### src/rtl/seq_multiplier.sv
// Sequential shift-and-add multiplier: one partial product per clock, unsigned or
// signed (magnitude multiply then conditional negate), with start/done handshake.
module seq_multiplier #(
    parameter int WIDTH = 16
) (
    input  logic                 clk,
    input  logic                 rst_n,
    input  logic                 start,
    input  logic                 mode,
    input  logic [WIDTH-1:0]     inputA,
    input  logic [WIDTH-1:0]     inputB,
    output logic                 busy,
    output logic                 done,
    output logic [2*WIDTH-1:0]   product,
    output logic                 overflow
);

    localparam int CW = $clog2(WIDTH + 1);
    localparam logic [CW-1:0] LAST_ITER = CW'(WIDTH - 1);

    localparam logic [1:0] S_IDLE = 2'd0;
    localparam logic [1:0] S_RUN  = 2'd1;
    localparam logic [1:0] S_FIN  = 2'd2;

    logic [1:0]         r_state;
    logic               r_mode;
    logic               r_neg;
    logic [WIDTH-1:0]   r_mcand;
    logic [WIDTH-1:0]   r_acc;
    logic [WIDTH-1:0]   r_mplier;
    logic [CW-1:0]      r_count;
    logic               r_done;
    logic [2*WIDTH-1:0] r_product;
    logic               r_overflow;

    logic               w_accept;
    logic [WIDTH-1:0]   w_a_mag;
    logic [WIDTH-1:0]   w_b_mag;
    logic [WIDTH:0]     w_sum;
    logic [2*WIDTH-1:0] w_mag;
    logic [2*WIDTH-1:0] w_result;
    logic [WIDTH:0]     w_top;
    logic               w_ovf;

    // FIN accepts a new request too, so back-to-back operation has no idle bubble.
    assign w_accept = start && ((r_state == S_IDLE) || (r_state == S_FIN));

    // Negating -2^(W-1) yields itself, which read as unsigned is the correct magnitude.
    assign w_a_mag = (mode && inputA[WIDTH-1]) ? -inputA : inputA;
    assign w_b_mag = (mode && inputB[WIDTH-1]) ? -inputB : inputB;

    assign w_sum    = {1'b0, r_acc} + (r_mplier[0] ? {1'b0, r_mcand} : {(WIDTH+1){1'b0}});
    assign w_mag    = {r_acc, r_mplier};
    assign w_result = r_neg ? -w_mag : w_mag;

    // Signed fit needs the upper half plus the narrow sign bit to be a pure sign extension.
    assign w_top = w_result[2*WIDTH-1:WIDTH-1];
    assign w_ovf = r_mode ? !((&w_top) || !(|w_top))
                          : (|w_result[2*WIDTH-1:WIDTH]);

    always_ff @(posedge clk or negedge rst_n) begin
        if (!rst_n) begin
            r_state    <= S_IDLE;
            r_mode     <= 1'b0;
            r_neg      <= 1'b0;
            r_mcand    <= '0;
            r_acc      <= '0;
            r_mplier   <= '0;
            r_count    <= '0;
            r_done     <= 1'b0;
            r_product  <= '0;
            r_overflow <= 1'b0;
        end else begin
            r_done <= 1'b0;
            case (r_state)
                S_RUN: begin
                    r_acc    <= w_sum[WIDTH:1];
                    r_mplier <= {w_sum[0], r_mplier[WIDTH-1:1]};
                    r_count  <= r_count + CW'(1);
                    if (r_count == LAST_ITER) begin
                        r_state <= S_FIN;
                    end
                end
                S_FIN: begin
                    r_product  <= w_result;
                    r_overflow <= w_ovf;
                    r_done     <= 1'b1;
                    r_state    <= S_IDLE;
                end
                S_IDLE: begin
                    r_state <= S_IDLE;
                end
                default: begin
                    r_state <= S_IDLE;
                end
            endcase

            // A later assignment wins, so a load in FIN overrides the return to IDLE.
            if (w_accept) begin
                r_state  <= S_RUN;
                r_mode   <= mode;
                r_neg    <= mode && (inputA[WIDTH-1] ^ inputB[WIDTH-1]);
                r_mcand  <= w_a_mag;
                r_mplier <= w_b_mag;
                r_acc    <= '0;
                r_count  <= '0;
            end
        end
    end

    assign busy     = (r_state != S_IDLE);
    assign done     = r_done;
    assign product  = r_product;
    assign overflow = r_overflow;

endmodule

### config.mk
export PLATFORM = sky130hd
export DESIGN_NAME = seq_multiplier
export DESIGN_NICKNAME = d
export VERILOG_FILES = /design/src/rtl/seq_multiplier.sv
export SDC_FILE = /design/constraint.sdc
export NUM_CORES = 1
export LEC_CHECK = 0
export ABC_AREA = 1
export BUFFER_PORTS_ARGS = -buffer_cell sky130_fd_sc_hd__buf_2
export CAP_MARGIN = 15
export CORE_ASPECT_RATIO = 2
export CORE_MARGIN = 1
export CORE_UTILIZATION = 30
export CTS_BUF_LIST = sky130_fd_sc_hd__clkbuf_4
export CTS_CLUSTER_SIZE = 20
export DETAILED_ROUTE_END_ITERATION = 8
export GPL_ROUTABILITY_DRIVEN = 0
export SETUP_SLACK_MARGIN = 0.3
export SLEW_MARGIN = 20
export SYNTH_ARGS = -nofsm -noshare
export SYNTH_HDL_FRONTEND = slang
export SYNTH_SLANG_ARGS = --single-unit
export TNS_END_PERCENT = 100
### constraint.sdc
create_clock -name clk -period 2.6 [get_ports clk]
set_input_delay 0.26 -clock clk [delete_from_list [all_inputs] [get_ports clk]]
set_output_delay 0.26 -clock clk [all_outputs]
set_load 0.01 [all_outputs]
# Word-level counts from Yosys, hierarchy flattened
# Index checks and enable logic that the tools add are counted.
# Widths: inputs -> output; s select.
# totals
in_bits	36
output_inout_bits	35
wordCells	49
regBits	91
latchBits	0
mem_bits_ro	0
ram_bits	0
mem_count	0
# op_classes
n_eq_ne	4
div_mod_pow	0
order_cmp	0
reduce_logical	14
add_sub_neg	5
bitwise_logic	1
n_shift	0
muxes	15
multipliers	0
# op_table
cell	n
$mux 16	7
$mux 32	1
$neg 16->16	2
$neg 32->32	1
$add 16x16->17	1
$reduce_and 17->1	1
$reduce_or 17->1	1
$reduce_or 16->1	1
$mux 5	2
$mux 2	3
$add 5x1->5 const B	1
$eq 5x4->1 const B	1
$logic_and 1x1->1	4
$reduce_bool 2->1	2
$ne 3x3->1 const B	1
$eq 2x1->1 const B	1
$eq 2x2->1 const B	1
$logic_not 1->1	2
$logic_not 2->1	1
$logic_or 1x1->1	2
$mux 1	2
$xor 1x1->1	1

# Longest topological paths before layout
# depth
word_depth	7
ltp_mapped	17
ltp_nobuf	16

# Worst setup path after synthesis
# No wires, ideal clock.
# synth_path
path_type	register to register
start	register r_mplier[0]
end	register r_acc[13]
path_slack_ns	0.317
required_time_ns	2.466
arrival_ns	2.150
path_stages_with_launch	15
period_less_slack_ns	2.283
n_path_buf	2
setup_ns	0.134
cell_sequence	dfrtp_1 buf_6 clkbuf_1 nand2_1 inv_1 ha_1 fa_1 a21oi_1 o21ai_0 nand3_1 nand3_1 nand3_1 nand2_1 o21ai_0 o21ai_0
# synth_via
elab_chain_cells	4
# synth_rtl
element	line_no	source
start: declaration	30	logic [WIDTH-1:0] r_mplier;
start signal: assignment	78	r_mplier <= {w_sum[0], r_mplier[WIDTH-1:1]};
start signal: assignment	104	r_mplier <= w_b_mag;
$mux 16	52	assign w_sum = {1'b0, r_acc} + (r_mplier[0] ? {1'b0, r_mcand} : {(WIDTH+1){1'b0}});
$add 16x16->17	52	
$mux 16	75	case (r_state)
$mux 16	99	if (w_accept) begin
end signal: assignment	77	r_acc <= w_sum[WIDTH:1];
end: declaration	29	logic [WIDTH-1:0] r_acc;
# Every way passes these cells. The select of a mux whose other input is x is not followed.
# A chain may end at the register's enable or synchronous reset.

# Worst setup path in the final report
# layout_path
start	register r_mplier[0]
end	register r_acc[11]
# The elaborated chain is that of the path after synthesis.

==> impl_metrics.json <==
{
  "wirelength_um": 17400,
  "synth_edf_count": 0,
  "synth-async-reset-ratio_pct": 100,
  "wl_per_cell_um": 14.4,
  "final_util_pct": 36.4,
  "slew_headroom_pct": 50.3,
  "yosysSeqAreaShare_pct": 37.5,
  "cp-start-kind": "flip-flop",
  "synth_most_common_cell": "nand2_1",
  "avgSynthCellArea_um2": 7.08,
  "critical_path_class": "flip-flop to flip-flop",
  "grt_max_degree": 48,
  "cp.arrival_ns": 2.59,
  "drv_cap": 0,
  "netlist_area_um2": 6070,
  "clk_latency_ns": 0.52,
  "drc": 0,
  "layout-drive-gt1-share_pct": 19.2,
  "hold_viol": 0,
  "cts-root-buf": "clkbuf_4",
  "cts.reportedPaths.clkPinSlew_ns": 0.16,
  "via_count": 5745,
  "ys_ff_latch": 91,
  "critPathMaxFanout": 4,
  "skew_ns": 0.0254,
  "synth-main-ff-cell": "dfrtp_1",
  "timing.fmax_mhz": 457,
  "worst_pin_slew_ns": 0.745,
  "rows": 73,
  "synth_common_cells": "228 x nand2_1, 102 x o21ai_0, 101 x nor2_1, 91 x dfrtp_1, 82 x inv_1",
  "synthTopCellsByArea": "dfrtp_1 38%, nand2_1 14%, o21ai_0 8.4%",
  "grt_overflow_total": 0,
  "end_kind": "flip-flop",
  "die_y_um": 203,
  "viasPerCell": 4.77,
  "synth_top_area_cell": "dfrtp_1",
  "htreeDepth": 3,
  "yosysUniqueCellTypes": 42,
  "first_iter_violations": 254,
  "yosysTopAreaCellShare_pct": 37.5,
  "detail-route-antenna-nets": 0,
  "dp_cells": 1177,
  "core_area_um2": 19800,
  "yosysWarningCount": 0,
  "die_w_um": 103,
  "rsz0062_at_grt": "yes",
  "cp_data_required_time_ns": 3.00,
  "status": "finished, final reports clean",
  "dieArea_um2": 20800,
  "syn2layout_area_growth_pct": 18.9,
  "finalNetCount": 995,
  "fin_crit_ns": 2.19,
  "syn_inst": 857,
  "num_io_pins": 71,
  "grt_use_total_pct": 17.6,
  "hold_path.class": "input port to flip-flop",
  "cts_tree": "done",
  "final.period_utilization_pct": 84.2,
  "grt_pass1_wl_um": 27800,
  "leakage_uw": 0.00346,
  "start_util_pct": 30.6,
  "antenna_found_initial": 1,
  "drv_slew": 0,
  "grt_pass1_vias": 5738,
  "drtPass1Iterations": 4,
  "finalSetupViolCount": 0,
  "syn_nets": 915,
  "cts_made_buffers": 9,
  "instances_no_fill": 1205,
  "peakVddDrop_v": 0.000298,
  "cts.sinks": 91,
  "dpl.hpwl_um": 13900,
  "clock_path_buffers": 2,
  "powerDensity_nw_per_um2": 1150,
  "port_buffers": 70,
  "final.setup.tns_ns": 0
}
## metrics by stage
stage	power (µW)	hold WS (ns)	setup slack, ns	instance area [µm²]
floorplan	5620	-0.0356	0.317	6070
global placement	6840	0.303	0.172	6750
detailed placement	6910	0.306	0.136	6750
CTS	7890	0.00432	0.288	6970
global route	9130	0.0341	0.262	7220
finish	8280	0.0449	0.411	7220
## metal layers
layer / part of all wire, % / routed length (µm) / global-route usage (%) / up-vias
li1: - / - / - / 2942
met1: 35 / 6140 / 16.5 / 2636
met2: 56 / 9770 / 33.5 / 113
met3: 2.9 / 512 / 2.78 / 54
met4: 5.4 / 940 / 11.6 / 0
met5: 0 / 0 / 0 / -
## flip-flops by register name, indices dropped and copies added, names as in the netlist
signal / count
product: 32
r_state: 2
r_acc: 16
done: 1
r_neg: 1
r_mcand: 16
r_mode: 1
overflow: 1
r_count: 5
r_mplier: 16
## power breakdown
group	switching, µW	internal [µW]	total [µW]	leakage [µW]
clock network	525	388	912	0.0000877
registers	550	1990	2540	0.00101
logic	3010	1810	4820	0.00236
total	4090	4190	8280	0.00346
## layout make-up
cell class,count,area (µm²)
antenna,1,2.50
multi-input combinational,650,3540
clock inverter,7,91.3
timing repair buffer,94,559
fill,2153,12600
inverter,91,347
tap,262,328
sequential,91,2280
clock buffer,9,67.6
## worst max-delay path, stage by stage, from the launching register on
cell,delay [ns]
dfrtp_2,0.48
nand2_1,0.07
inv_1,0.04
ha_2,0.18
fa_2,0.38
a21oi_2,0.18
o21ai_2,0.12
nand3_1,0.10
nand3_2,0.09
buf_4,0.14
o21ai_0,0.16
o21ai_0,0.12
## cell usage in the layout (no fill, tap or decap), types with 3 or more instances in the layout
cell type | Yosys | layout
dfrtp_1 | 91 | 89
o21ai_2 | 0 | 4
nand4_1 | 6 | 6
a31oi_1 | 11 | 11
nand2_4 | 4 | 6
o21ai_1 | 2 | 6
inv_1 | 82 | 80
dlygate4sd3_1 | 0 | 4
o22ai_1 | 8 | 8
o211ai_1 | 5 | 5
a21oi_1 | 32 | 28
nor2_4 | 2 | 3
buf_2 | 2 | 69
ha_1 | 21 | 11
or2_2 | 4 | 4
o21ai_0 | 102 | 94
xnor2_1 | 7 | 7
nand3_2 | 1 | 5
clkinv_1 | 2 | 3
inv_2 | 6 | 8
buf_4 | 2 | 19
a21oi_2 | 0 | 4
ha_4 | 0 | 5
xor2_1 | 35 | 35
ha_2 | 0 | 5
clkbuf_4 | 0 | 9
nor2_1 | 101 | 93
nand3b_1 | 3 | 3
nand3_1 | 41 | 36
nand2_2 | 8 | 10
nor3_1 | 9 | 8
nand2_1 | 228 | 224
nor2_2 | 5 | 12
## kinds of logic after synthesis
logic type      count (synthesis)  synth area share, %
xor+xnor                       42                 6.06
buf+inv                       116                 7.54
flops                          91                 37.5
simple gates                  417                 29.3
compound gates                169                 14.9
fa+ha+maj                      22                 4.66
## what timing repair did
action                                  in CTS  in global routing
hold buffers                                 4                  0
pin swaps                                    1                 17
gates resized for setup                      7                 51
endpoints found under the hold margin       47                  0
endpoints found under the setup margin      10                 12
setup buffers                                0                  7
## worst paths after layout
| check | start | slack (ns) | cells past startpoint | end |
|---|---|---|---|---|
| max | r_mplier[0] | 0.41 | 11 | r_acc[11] |
| min | inputA[8] | 0.04 | 3 | r_mcand[8] |
| max reg2reg | r_mplier[0] | 0.41 | 11 | r_acc[11] |
| min reg2reg | product[1] | 0.49 | 2 | product[1] |
| max in group asynchronous | rst_n | 1.66 | 3 | r_mplier[5] |
| min in group asynchronous | rst_n | 0.27 | 2 | done |
No activity file was read; power rests on OpenSTA's default activity.
